`src/rtl/apb_regs_pkg.sv`:
```
// Shared constants for the APB register peripheral and the oscillator
// programming sequencer (address map, lock key, sequencer state encoding).
package apb_regs_pkg;

  localparam int unsigned OSC_W  = 19;
  localparam int unsigned PA_W   = 3;
  localparam int unsigned DATA_W = 32;
  localparam int unsigned RTRY_W = 4;

  localparam logic [PA_W-1:0] LM_OSC1 = 3'b000;
  localparam logic [PA_W-1:0] LM_OSC2 = 3'b001;
  localparam logic [PA_W-1:0] LM_LOCK = 3'b010;
  localparam logic [PA_W-1:0] LM_LEDS = 3'b011;
  localparam logic [PA_W-1:0] LM_INT  = 3'b100;
  localparam logic [PA_W-1:0] LM_SW   = 3'b101;

  localparam logic [15:0] LOCK_KEY = 16'hA05F;

  typedef enum logic [2:0] {
    ST_IDLE   = 3'd0,
    ST_UNLOCK = 3'd1,
    ST_OSCWR  = 3'd2,
    ST_VERIFY = 3'd3,
    ST_RELOCK = 3'd4,
    ST_FIN    = 3'd5
  } osc_seq_state_e;

  // Oscillator register address for a given select bit.
  function automatic logic [PA_W-1:0] osc_addr(input logic sel);
    return sel ? LM_OSC2 : LM_OSC1;
  endfunction

endpackage

```
`src/rtl/osc_prog_apb_xfer.sv`:
```
// Two-phase (SETUP/ACCESS) APB transfer engine with no PREADY.
// A start accepted in the last ACCESS cycle launches the next SETUP directly,
// giving back-to-back transfers.
module osc_prog_apb_xfer
  import apb_regs_pkg::*;
(
  input  logic              i_clk,
  input  logic              i_rst_n,
  input  logic              i_start,
  input  logic              i_write,
  input  logic [PA_W-1:0]   i_addr,
  input  logic [DATA_W-1:0] i_wdata,
  input  logic [DATA_W-1:0] i_prdata,
  output logic              o_done_c,
  output logic [DATA_W-1:0] o_rdata,
  output logic              o_psel,
  output logic              o_penable,
  output logic              o_pwrite,
  output logic [PA_W-1:0]   o_pa,
  output logic [DATA_W-1:0] o_pwdata
);

  // Transfer completes at the end of the ACCESS cycle.
  assign o_done_c = o_psel & o_penable;

  // APB phase sequencing, bus output registers and read-data capture.
  always_ff @(posedge i_clk or negedge i_rst_n) begin
    if (!i_rst_n) begin
      o_psel    <= 1'b0;
      o_penable <= 1'b0;
      o_pwrite  <= 1'b0;
      o_pa      <= '0;
      o_pwdata  <= '0;
      o_rdata   <= '0;
    end else begin
      if (i_start) begin
        o_psel    <= 1'b1;
        o_penable <= 1'b0;
        o_pwrite  <= i_write;
        o_pa      <= i_addr;
        o_pwdata  <= i_write ? i_wdata : '0;
      end else if (o_psel && !o_penable) begin
        o_penable <= 1'b1;
      end else begin
        o_psel    <= 1'b0;
        o_penable <= 1'b0;
        o_pwrite  <= 1'b0;
        o_pa      <= '0;
        o_pwdata  <= '0;
      end
      if (o_done_c) o_rdata <= i_prdata;
    end
  end

endmodule

```
`src/rtl/osc_prog_seq.sv`:
```
// Oscillator reprogramming sequencer: unlock, write oscillator, optional
// read-back verify with retries, relock. Build macro OSC_PROG_VERIFY_EN
// compiles in the VERIFY state, retry counter and ERR logic.
module osc_prog_seq
  import apb_regs_pkg::*;
#(
  parameter int unsigned VERIFY_RETRIES = 1
) (
  input  logic              PCLK,
  input  logic              nRESET,
  input  logic              REQ,
  input  logic              OSCSEL,
  input  logic [OSC_W-1:0]  OSCVAL,
  output logic              BUSY,
  output logic              DONE,
  output logic              ERR,
  output logic              PSEL,
  output logic              PENABLE,
  output logic              PWRITE,
  output logic [PA_W-1:0]   PA,
  output logic [DATA_W-1:0] PWDATA,
  input  logic [DATA_W-1:0] PRDATA
);

  osc_seq_state_e    r_state;
  osc_seq_state_e    w_next;
  logic              r_sel;
  logic [OSC_W-1:0]  r_val;
  logic              r_busy;
  logic              r_done;
  logic              w_accept;
  logic              w_start;
  logic              w_write;
  logic [PA_W-1:0]   w_addr;
  logic [DATA_W-1:0] w_wdata;
  logic              w_xfer_done;
  logic [DATA_W-1:0] w_rdata;
  logic [PA_W-1:0]   w_osc_addr;
  logic              w_unused;

  assign w_osc_addr = osc_addr(r_sel);
  assign BUSY       = r_busy;
  assign DONE       = r_done;

`ifdef OSC_PROG_VERIFY_EN
  logic [RTRY_W-1:0] r_retry;
  logic              r_err;
  logic              w_match;
  logic              w_retry_ok;

  // PRDATA is compared in the ACCESS cycle so the next transfer can start back-to-back.
  assign w_match    = (PRDATA == DATA_W'(r_val));
  assign w_retry_ok = (r_retry < RTRY_W'(VERIFY_RETRIES));
  assign ERR        = r_err;
  assign w_unused   = ^w_rdata;
`else
  assign ERR        = 1'b0;
  assign w_unused   = ^{w_rdata, RTRY_W'(VERIFY_RETRIES)};
`endif

  // Next state and the transfer to launch when the current one finishes.
  always_comb begin
    w_next   = r_state;
    w_accept = 1'b0;
    w_start  = 1'b0;
    w_write  = 1'b1;
    w_addr   = LM_LOCK;
    w_wdata  = '0;
    case (r_state)
      ST_IDLE, ST_FIN: begin
        w_next = ST_IDLE;
        if (REQ) begin
          w_accept = 1'b1;
          w_start  = 1'b1;
          w_wdata  = DATA_W'(LOCK_KEY);
          w_next   = ST_UNLOCK;
        end
      end
      ST_UNLOCK: begin
        if (w_xfer_done) begin
          w_start = 1'b1;
          w_addr  = w_osc_addr;
          w_wdata = DATA_W'(r_val);
          w_next  = ST_OSCWR;
        end
      end
      ST_OSCWR: begin
        if (w_xfer_done) begin
          w_start = 1'b1;
`ifdef OSC_PROG_VERIFY_EN
          w_write = 1'b0;
          w_addr  = w_osc_addr;
          w_next  = ST_VERIFY;
`else
          w_next  = ST_RELOCK;
`endif
        end
      end
`ifdef OSC_PROG_VERIFY_EN
      ST_VERIFY: begin
        if (w_xfer_done) begin
          w_start = 1'b1;
          if (w_match || !w_retry_ok) begin
            w_next = ST_RELOCK;
          end else begin
            w_addr  = w_osc_addr;
            w_wdata = DATA_W'(r_val);
            w_next  = ST_OSCWR;
          end
        end
      end
`endif
      ST_RELOCK: begin
        if (w_xfer_done) w_next = ST_FIN;
      end
      default: w_next = ST_IDLE;
    endcase
  end

  // Sequencer state, captured operands, status outputs and retry/error tracking.
  always_ff @(posedge PCLK or negedge nRESET) begin
    if (!nRESET) begin
      r_state <= ST_IDLE;
      r_sel   <= 1'b0;
      r_val   <= '0;
      r_busy  <= 1'b0;
      r_done  <= 1'b0;
`ifdef OSC_PROG_VERIFY_EN
      r_retry <= '0;
      r_err   <= 1'b0;
`endif
    end else begin
      r_state <= w_next;
      r_busy  <= (w_next != ST_IDLE) && (w_next != ST_FIN);
      r_done  <= (w_next == ST_FIN);
      if (w_accept) begin
        r_sel <= OSCSEL;
        r_val <= OSCVAL;
      end
`ifdef OSC_PROG_VERIFY_EN
      if (w_accept) begin
        r_err   <= 1'b0;
        r_retry <= '0;
      end else if (r_state == ST_VERIFY && w_xfer_done && !w_match) begin
        if (w_retry_ok) r_retry <= r_retry + RTRY_W'(1);
        else            r_err   <= 1'b1;
      end
`endif
    end
  end

  osc_prog_apb_xfer u_xfer (
    .i_clk     (PCLK),
    .i_rst_n   (nRESET),
    .i_start   (w_start),
    .i_write   (w_write),
    .i_addr    (w_addr),
    .i_wdata   (w_wdata),
    .i_prdata  (PRDATA),
    .o_done_c  (w_xfer_done),
    .o_rdata   (w_rdata),
    .o_psel    (PSEL),
    .o_penable (PENABLE),
    .o_pwrite  (PWRITE),
    .o_pa      (PA),
    .o_pwdata  (PWDATA)
  );

endmodule

```
`config.mk`:
```
export PLATFORM = sky130hd
export DESIGN_NAME = osc_prog_seq
export DESIGN_NICKNAME = d
export VERILOG_FILES = /design/src/rtl/apb_regs_pkg.sv /design/src/rtl/osc_prog_apb_xfer.sv /design/src/rtl/osc_prog_seq.sv
export SDC_FILE = /design/constraint.sdc
export NUM_CORES = 1
export LEC_CHECK = 0
export ABC_AREA = 1
export ABC_CLOCK_PERIOD_IN_PS = 3220
export CORE_MARGIN = 4
export CORE_UTILIZATION = 32
export DETAILED_ROUTE_END_ITERATION = 16
export GPL_TIMING_DRIVEN = 0
export PLACE_DENSITY = 0.73
export SYNTH_ARGS = -nofsm -noshare
export SYNTH_HDL_FRONTEND = slang
export SYNTH_SLANG_ARGS = --single-unit
```
`constraint.sdc`:
```
create_clock -name PCLK -period 3.22 [get_ports PCLK]
set_input_delay 0.966 -clock PCLK [delete_from_list [all_inputs] [get_ports PCLK]]
set_output_delay 0.966 -clock PCLK [all_outputs]
set_load 0.01 [all_outputs]
```
# After elaboration in Yosys (flattened, before gate mapping)
# Cells that the tools add are included.
dict set report op_classes {
  reduce_logical 7
  bitwise 1
  order_cmp 0
  mux 23
  n_mul 0
  shifts 0
  eq_ne 7
  addsub 0
  n_div 0
}
# cell count
set ops {}
lappend ops {{32-bit two-way mux} 2}
lappend ops {{19-bit one-hot mux with 2 select lines} 1}
lappend ops {{19-bit two-way mux} 1}
lappend ops {{16-bit two-way mux} 1}
lappend ops {{3-bit two-way mux} 5}
lappend ops {{3-bit one-hot mux with 4 select lines} 1}
lappend ops {{3-bit == test, second input constant} 3}
lappend ops {{1-bit two-way mux} 9}
lappend ops {{2-bit two-way mux} 2}
lappend ops {{2-bit OR reduction} 2}
lappend ops {{3-bit by 1-bit == test with 1-bit output, second input constant} 1}
lappend ops {{3-bit by 2-bit == test with 1-bit output, second input constant} 1}
lappend ops {{3-bit zero test} 1}
lappend ops {{3-bit inequality test, second input constant} 1}
lappend ops {{3-bit nonzero test} 1}
lappend ops {{1-bit logical AND} 2}
lappend ops {{2-bit by 1-bit inequality test with 1-bit output, second input constant} 1}
lappend ops {{1-bit one-hot mux with 2 select lines} 1}
lappend ops {{1-bit bitwise AND} 1}
lappend ops {{1-bit zero test} 1}
dict set report word_totals {
  wordCells 47
  out_inout_bits 41
  mem_bits_ro 0
  latchBits 0
  register_bits 62
  ramBits 0
  memories 0
}

# Depth between registers and ports, before layout
# Gate-level depths: netlist (run 1).
dict set report depth {
  depth_word 5
  depth_mapped 8
}

# Cells and area by module
# A second synthesis (run 1) with hierarchy kept.
dict set report unflattened {
  hier_cells 457
  area_unflattened_um2 3961.3
}
# mod seq_area_each_um2 instances area_per_inst_um2 cells_per_inst
set by_module_without_submodules {}
lappend by_module_without_submodules {osc_prog_apb_xfer 1751.7 1 2793.9 301}
lappend by_module_without_submodules {osc_prog_seq 625.6 1 1167.4 156}

# Worst setup path before layout (run 1)
# OpenSTA, ideal clock, no wires.
dict set report synth_timing {
  path_type {input port to flip-flop}
  startpoint {in REQ}
  endpoint {reg u_xfer.o_pwrite}
  setup_slack_ns 1.613
  cell_stages 6
  required_ns 3.088
  setup_time_ns 0.132
  path_buffers 1
  arrival_ns 1.476
  cell_sequence {inv_1 -> nor2_1 -> nand2_2 -> nand3_2 -> buf_4 -> nand4_1}
}
dict set report synth_between {
  elab_chain_len 3
  elab_cells_between_ends 4
}
# element line
set synth_rtl {}
lappend synth_rtl {{from (decl)} osc_prog_seq.sv:11} ;# input logic REQ,
lappend synth_rtl {{1-bit two-way mux (*)} osc_prog_seq.sv:72} ;# if (REQ) begin
lappend synth_rtl {{1-bit one-hot mux with 2 select lines (*)} osc_prog_seq.sv:69} ;# case (r_state)
lappend synth_rtl {{2-bit by 1-bit inequality test with 1-bit output (no line) / 1-bit two-way mux (equally long branches)} -}
lappend synth_rtl {{to (signal assigned)} osc_prog_apb_xfer.sv:39} ;# o_pwrite <= i_write;
lappend synth_rtl {{to (decl)} osc_prog_apb_xfer.sv:18} ;# output logic o_pwrite,
# Every way passes the cells marked *; elsewhere a longest branch is shown, timed or not.
# A chain may end at the register's enable or synchronous reset.

# Worst setup path after layout (run 1)
dict set report layout_timing {
  startpoint {reg u_xfer.o_pwrite}
  endpoint {out PWRITE}
}
# element line
set layout_lines {}
lappend layout_lines {{to (decl)} osc_prog_seq.sv:19} ;# output logic PWRITE,
# No word-level cell between the ends.

==> summary.txt, run 1 <==
Status
  – Outcome: finished, final reports clean

Floorplanning
  – CORE AREA: approximately 6000 um2
  – Site Rows: 28
  – Die area: a little under 8000 um2
  – Initial core utilization: 0.337
  – I/O pins: 96
  – Die height: about 88 um
  – Die W: 87.7 um

Min path
  – Min-Delay Path Class: reg -> reg

Layout
  – Area delta synth->final: 36.9%
  – Layout fillers: around 620
  – Share of cells above drive strength 1: 0.127
  – Layout Utilization: 0.462
  – Most frequent cells in the layout: 77 x nand2_1, 48 x dfrtp_1, 47 x clkdlybuf4s50_1
  – Most common cell after layout, fill and taps aside: nand2_1
  – Final nets: 353
  – # diodes: 0

Detailed routing
  – Total number of vias: 1,586
  – Vias per std cell: between 4 and 5
  – Residual DRC: 0
  – DR pass1 iterations: 4
  – WL/cell: roughly 12 um
  – Post-Route WL: between 4000 and 5000 um
  – DR iter-0 viols: 39
  – Post-DRT Antenna Nets: 0

CTS
  – CTS buffer count: 5
  – CTS tree: built
  – Root buffer cell: clkbuf_8
  – Post-CTS Setup Repair Bufs: 0
  – Post-cts resize count: 0
  – Clock buffer depth: 2
  – # H-tree levels: 2
  – Clock transition at path regs: 0.09 ns
  – Worst skew pair latency: 0.29 ns
  – Post-CTS Hold Fix Bufs: 0
  – Clock Sinks: 48

Worst setup path
  – Startpoint types: flip-flop
  – Critical path peak fanout: 5
  – Max incr delay on CP: about 0.52 ns
  – CP top delay family: buffers and inverters
  – Crit path DAT: approximately 1.4 ns
  – CP max stage cell: clkdlybuf4s50_1
  – CP Capture Type: primary output
  – Kind of critical path: reg -> out
  – Worst EP required: ~2.3 ns
  – Critical path cell sequence: buf_4, clkdlybuf4s50_1
  – Buf/Inv on CP: 2

Placement
  – Placer Congestion: ~0.78
  – PortBufs: 48
  – Dpl hpwl: approximately 3200 um

Synth
  – Synth Area in Compound Gates: 0.0818
  – Flops & latches, synth: 48
  – Synth Area in Adders: 0
  – Yosys warning total: 0
  – Post-synthesis instance total: approximately 230
  – Main combinational cell family by area after synthesis: simple AND/OR/NAND/NOR gates
  – Post-synthesis mux area share: 0
  – Synth Area in Simple Gates: 0.185
  – Synth top area share: 0.591
  – Top post-synthesis cells by area: dfrtp_1 59%, nand2_1 14%, buf_4 7.8%, inv_1 4.8%, o21ai_1 4.7%
  – Post-Synth XOR/XNOR Area: 0
  – Distinct cells, synth: 19
  – Synthesized area: between 2000 and 2500 um2
  – Syn avg cell area: 8.92 um2
  – Area leader, netlist: dfrtp_1
  – Post-synthesis sequential area ratio: 0.591

STA
  – Clock Skews: between 0.006 and 0.007 ns
  – RSZ-0062 raised after global routing: false
  – Worst-margin pin slew: 0.557 ns
  – Hold_ws: 0.485 ns
  – Rel. slew slack: 0.628
  – Post-layout min period: approximately 2.3 ns
  – Fmax: 426 MHz
  – Max-slew violation count: 0
  – Setup violators final: 0
  – Hold Fails Final Rpt: 0
  – Setup TNS: 0 ns
  – Fin crit share: 0.729

Power and ir drop
  – IR Drop Worst-Case VDD: 0.318 mV
  – Power Density: roughly 800 nW/um2
  – Pleak: about 1.4 nW

Job
  – Maxcap violations: 0

Global routing
  – Total global-route track usage: 0.125
  – Global-route wire length before repair: between 7000 and 8000 um
  – Vias in the first global route: between 1,500 and 2,000
  – Largest net degree at the start of global routing: 26
  – Initial antenna violation count: 0
  – Gr ovfl total: 0
[state kept, by name, indices dropped and copies added, names as in the netlist]
| signal | cells |
|---|---|
| BUSY | 1 |
| DONE | 1 |
| r_sel | 1 |
| r_state | 3 |
| r_val | 19 |
| u_xfer.o_pa | 2 |
| u_xfer.o_penable | 1 |
| u_xfer.o_pwdata | 19 |
| u_xfer.o_pwrite | 1 |
[path summary, 6_finish.rpt]
| path | start | to | slack (ns) | cells after the start |
|---|---|---|---|---|
| max in group asynchronous | nRESET | u_xfer.o_pwdata[12] | 2.05 | 2 |
| setup / recovery | u_xfer.o_pwrite | PWRITE | 0.87 | 2 |
| setup reg to reg | u_xfer.o_pwrite | u_xfer.o_pwdata[3] | 1.82 | 7 |
| hold / removal | r_val[4] | r_val[4] | 0.49 | 2 |
| hold reg to reg | r_val[4] | r_val[4] | 0.49 | 2 |
| min in group asynchronous | nRESET | u_xfer.o_pwdata[6] | 0.65 | 1 |
[worst reg2reg max path, stage by stage, from the launching register on]
cell	delay (ns)
dfrtp_1	0.44
nand2_1	0.15
inv_1	0.09
nand3_1	0.13
inv_1	0.08
buf_4	0.18
a21oi_1	0.14
o21ai_1	0.08
[where the power goes]
part	total, mW	switching (mW)	internal (mW)	leakage [nW]
sequential	0.961	0.131	0.830	0.618
clock	0.421	0.191	0.231	0.0552
combinational	0.889	0.479	0.410	0.709
total	2.27	0.800	1.47	1.38
[cells in the mapped netlist (all sizes together)]
library cell  count
nand2            78
dfrtp            48
inv              27
buf              25
o21ai            22
a21oi            10
nor2              8
nand3             6
a31oi             1
conb              1
nand3b            1
nand4             1
[metrics by stage]
step           cells  instance area [um2]  total power, mW  worst slack (ns)
2_1_floorplan    242                 2090             1.47              1.61
3_3_place_gp     365                 2660             1.83            -0.167
3_5_place_dp     366                 2680             1.87             0.980
4_1_cts          374                 2780             2.31             0.845
5_1_grt          374                 2780             2.46             0.814
6_report         374                 2780             2.27             0.874
[kinds of logic after synthesis]
kind of cell | after synthesis
AO/OA/AOI/OAI | 33
flip-flops | 48
buffers and inverters | 52
AND/OR/NAND/NOR | 94
other | 1
[per-layer routing]
layer / up-vias / global-route usage / share of wire / wire, um
met2: 47 / 0.215 / 0.48 / 2150
met3: 5 / 0.0282 / 0.063 / 283
met1: 733 / 0.158 / 0.45 / 2010
met5: - / 0 / 0 / 0
li1: 801 / - / - / -
met4: 0 / 0.0377 / 0.0094 / 42
[layout make-up]
cell class / instances / area, um2 / share of cell area
Timing Repair Buffer: 49 / 495 / 0.178
Clock inverter: 2 / 35.0 / 0.0126
Tap cell: 75 / 93.8 / 0.0337
Clock buffer: 6 / 72.6 / 0.0261
Buffer: 25 / 184 / 0.0661
Inverter: 27 / 101 / 0.0364
Sequential cell: 48 / 1200 / 0.432
Multi-Input combinational cell: 142 / 599 / 0.215
Power figures use the tool's default switching activity.
==> run 2: changes to the inputs <==
Settings changed: ABC_CLOCK_PERIOD_IN_PS 3220 to 2400.
Clock period 3.22 ns to 2.4 ns, I/O delays scaled along.
==> results of run 2 <==
The final DEF is identical to that of run 1. Status: finished, final reports clean.
Main changes from that run: setup slack after placement 0.980 ns -> 0.406 ns; setup slack after layout 0.874 ns -> 0.300 ns; hold slack 0.485 ns -> 0.404 ns; register-to-register setup slack 1.82 ns -> 1.00 ns; total power 2.27 mW -> 3.05 mW; worst IR drop on VDD 0.318 mV -> 0.426 mV
==> run 3: changes to the inputs <==
Settings changed: PLACE_DENSITY 0.73 to 0.65.
==> summary.txt, run 3 (synthesis results as in run 1) <==
CTS
  – Worst skew pair latency: 0.30 ns
  – Clock buffer depth: 2
  – CTS tree: built
  – Root buffer cell: clkbuf_8
  – # H-tree levels: 2
  – Post-CTS Hold Fix Bufs: 0
  – Post-CTS Setup Repair Bufs: 0
  – Post-cts resize count: 0
  – Clock Sinks: 48
  – Clock transition at path regs: 0.08 ns
  – CTS buffer count: 5

Worst setup path
  – Crit path DAT: 1.38 ns
  – Worst reg2reg startpoint: u_xfer.o_pwrite
  – Reg2reg end: u_xfer.o_pwdata[3]
  – Reg2reg path depth: 7
  – Worst EP required: 1.68 ns
  – Startpoint types: flip-flop
  – Kind of critical path: reg -> out
  – CP Capture Type: primary output
  – Critical path peak fanout: 5
  – Register-to-register setup slack: 1.00 ns

STA
  – Clock Skews: about 0.0026 ns
  – Fin crit share: 0.876
  – Post-layout min period: about 2.1 ns
  – RSZ-0062 raised after global routing: false
  – Hold Fails Final Rpt: 0
  – Setup violators final: 0
  – Max-slew violation count: 0
  – Worst setup margin: roughly 0.30 ns
  – Hold_ws: 0.350 ns
  – Fmax: about 480 MHz

Global routing
  – Gr ovfl total: 0
  – Vias in the first global route: between 1,500 and 2,000
  – Initial antenna violation count: 0
  – Largest net degree at the start of global routing: 32
  – Global-route wire length before repair: between 7000 and 8000 um
  – Total global-route track usage: 0.128

Power and ir drop
  – IR Drop Worst-Case VDD: about 0.58 mV
  – Overall Power: slightly below 3 mW
  – Power Density: about 1100 nW/um2
  – Pleak: approximately 1.4 nW

Layout
  – Top Registers: r_val x19, u_xfer.o_pwdata x19, r_state x3
  – Most frequent cells in the layout: 77 x nand2_1, 48 x dfrtp_1, 47 x clkdlybuf4s50_1
  – Share of cells above drive strength 1: 0.124
  – Most common cell after layout, fill and taps aside: nand2_1
  – Layout Utilization: 0.459
  – Layout fillers: 632
  – Final nets: between 300 and 400
  – Area delta synth->final: 36.0%
  – # diodes: 0

Placement
  – PortBufs: 48
  – Placer Congestion: 0.669
  – Dpl hpwl: between 3000 and 4000 um
  – Setup WS pre-CTS: approximately 0.39 ns

Detailed routing
  – WL/cell: approximately 12 um
  – DR iter-0 viols: 56
  – Post-DRT Antenna Nets: 0
  – DR pass1 iterations: 4
  – Total number of vias: approximately 1,600
  – Vias per std cell: roughly 4.2
  – Residual DRC: 0
  – Post-Route WL: 4530 um

Min path
  – Min-Delay Path Class: in -> async

Floorplanning
  – Site Rows: 28
  – CORE AREA: approximately 6000 um2
  – Die area: roughly 7700 um2
  – Initial core utilization: 0.337
  – Die height: just under 90 um
  – Die W: ~88 um
  – I/O pins: 96

Job
  – Maxcap violations: 0

Status
  – Outcome: finished, final reports clean
[run 3: critical path, stage by stage (launching register included)]
cell and delay, ns:
dfrtp_1 0.43, buf_4 0.14, clkdlybuf4s50_1 0.52
[run 3: where the power goes]
| group | switching (mW) | total, mW | leakage (nW) | internal [mW] |
|---|---|---|---|---|
| clock | 0.254 | 0.489 | 0.0455 | 0.235 |
| sequential | 0.173 | 1.29 | 0.618 | 1.11 |
| combinational | 0.641 | 1.19 | 0.709 | 0.550 |
| total | 1.07 | 2.97 | 1.37 | 1.90 |
[run 3: worst max path at each step]
stage	startpoint	endpoint	slack [ns]	cells past startpoint
final	u_xfer.o_pwrite	PWRITE	0.30	2
after global routing	u_xfer.o_pwrite	PWRITE	0.23	2
after CTS	u_xfer.o_pwrite	PWRITE	0.27	2
after detailed placement	REQ	u_xfer.o_pwrite	0.39	7
after global placement	nRESET	u_xfer.o_pwdata[14]	-0.78	1
after floorplan	REQ	u_xfer.o_pwrite	1.04	6
[run 3: per-layer routing]
layer / global-route usage / vias up / wire [um]
met5: 0 / - / 0
met4: 0.0251 / 0 / 32
met3: 0.0433 / 5 / 291
met2: 0.215 / 47 / 2160
met1: 0.160 / 706 / 2050
li1: - / 801 / -
[run 3: layout make-up]
| type | instances | area (um2) | area share |
|---|---|---|---|
| multi-input combinational | 142 | 599 | 0.217 |
| inverter | 27 | 101 | 0.0367 |
| tap | 75 | 93.8 | 0.0339 |
| timing repair buffer | 49 | 495 | 0.179 |
| clock buffer | 8 | 90.1 | 0.0326 |
| sequential | 48 | 1200 | 0.434 |
| buffer | 25 | 184 | 0.0665 |
[run 3: through the flow]
step / setup TNS [ns] / area, um2 / std cells
2_1_floorplan: 0 / 2090 / 242
3_3_place_gp: -37.35 / 2660 / 365
3_5_place_dp: 0 / 2680 / 366
4_1_cts: 0 / 2770 / 374
5_1_grt: 0 / 2770 / 374
6_report: 0 / 2770 / 374
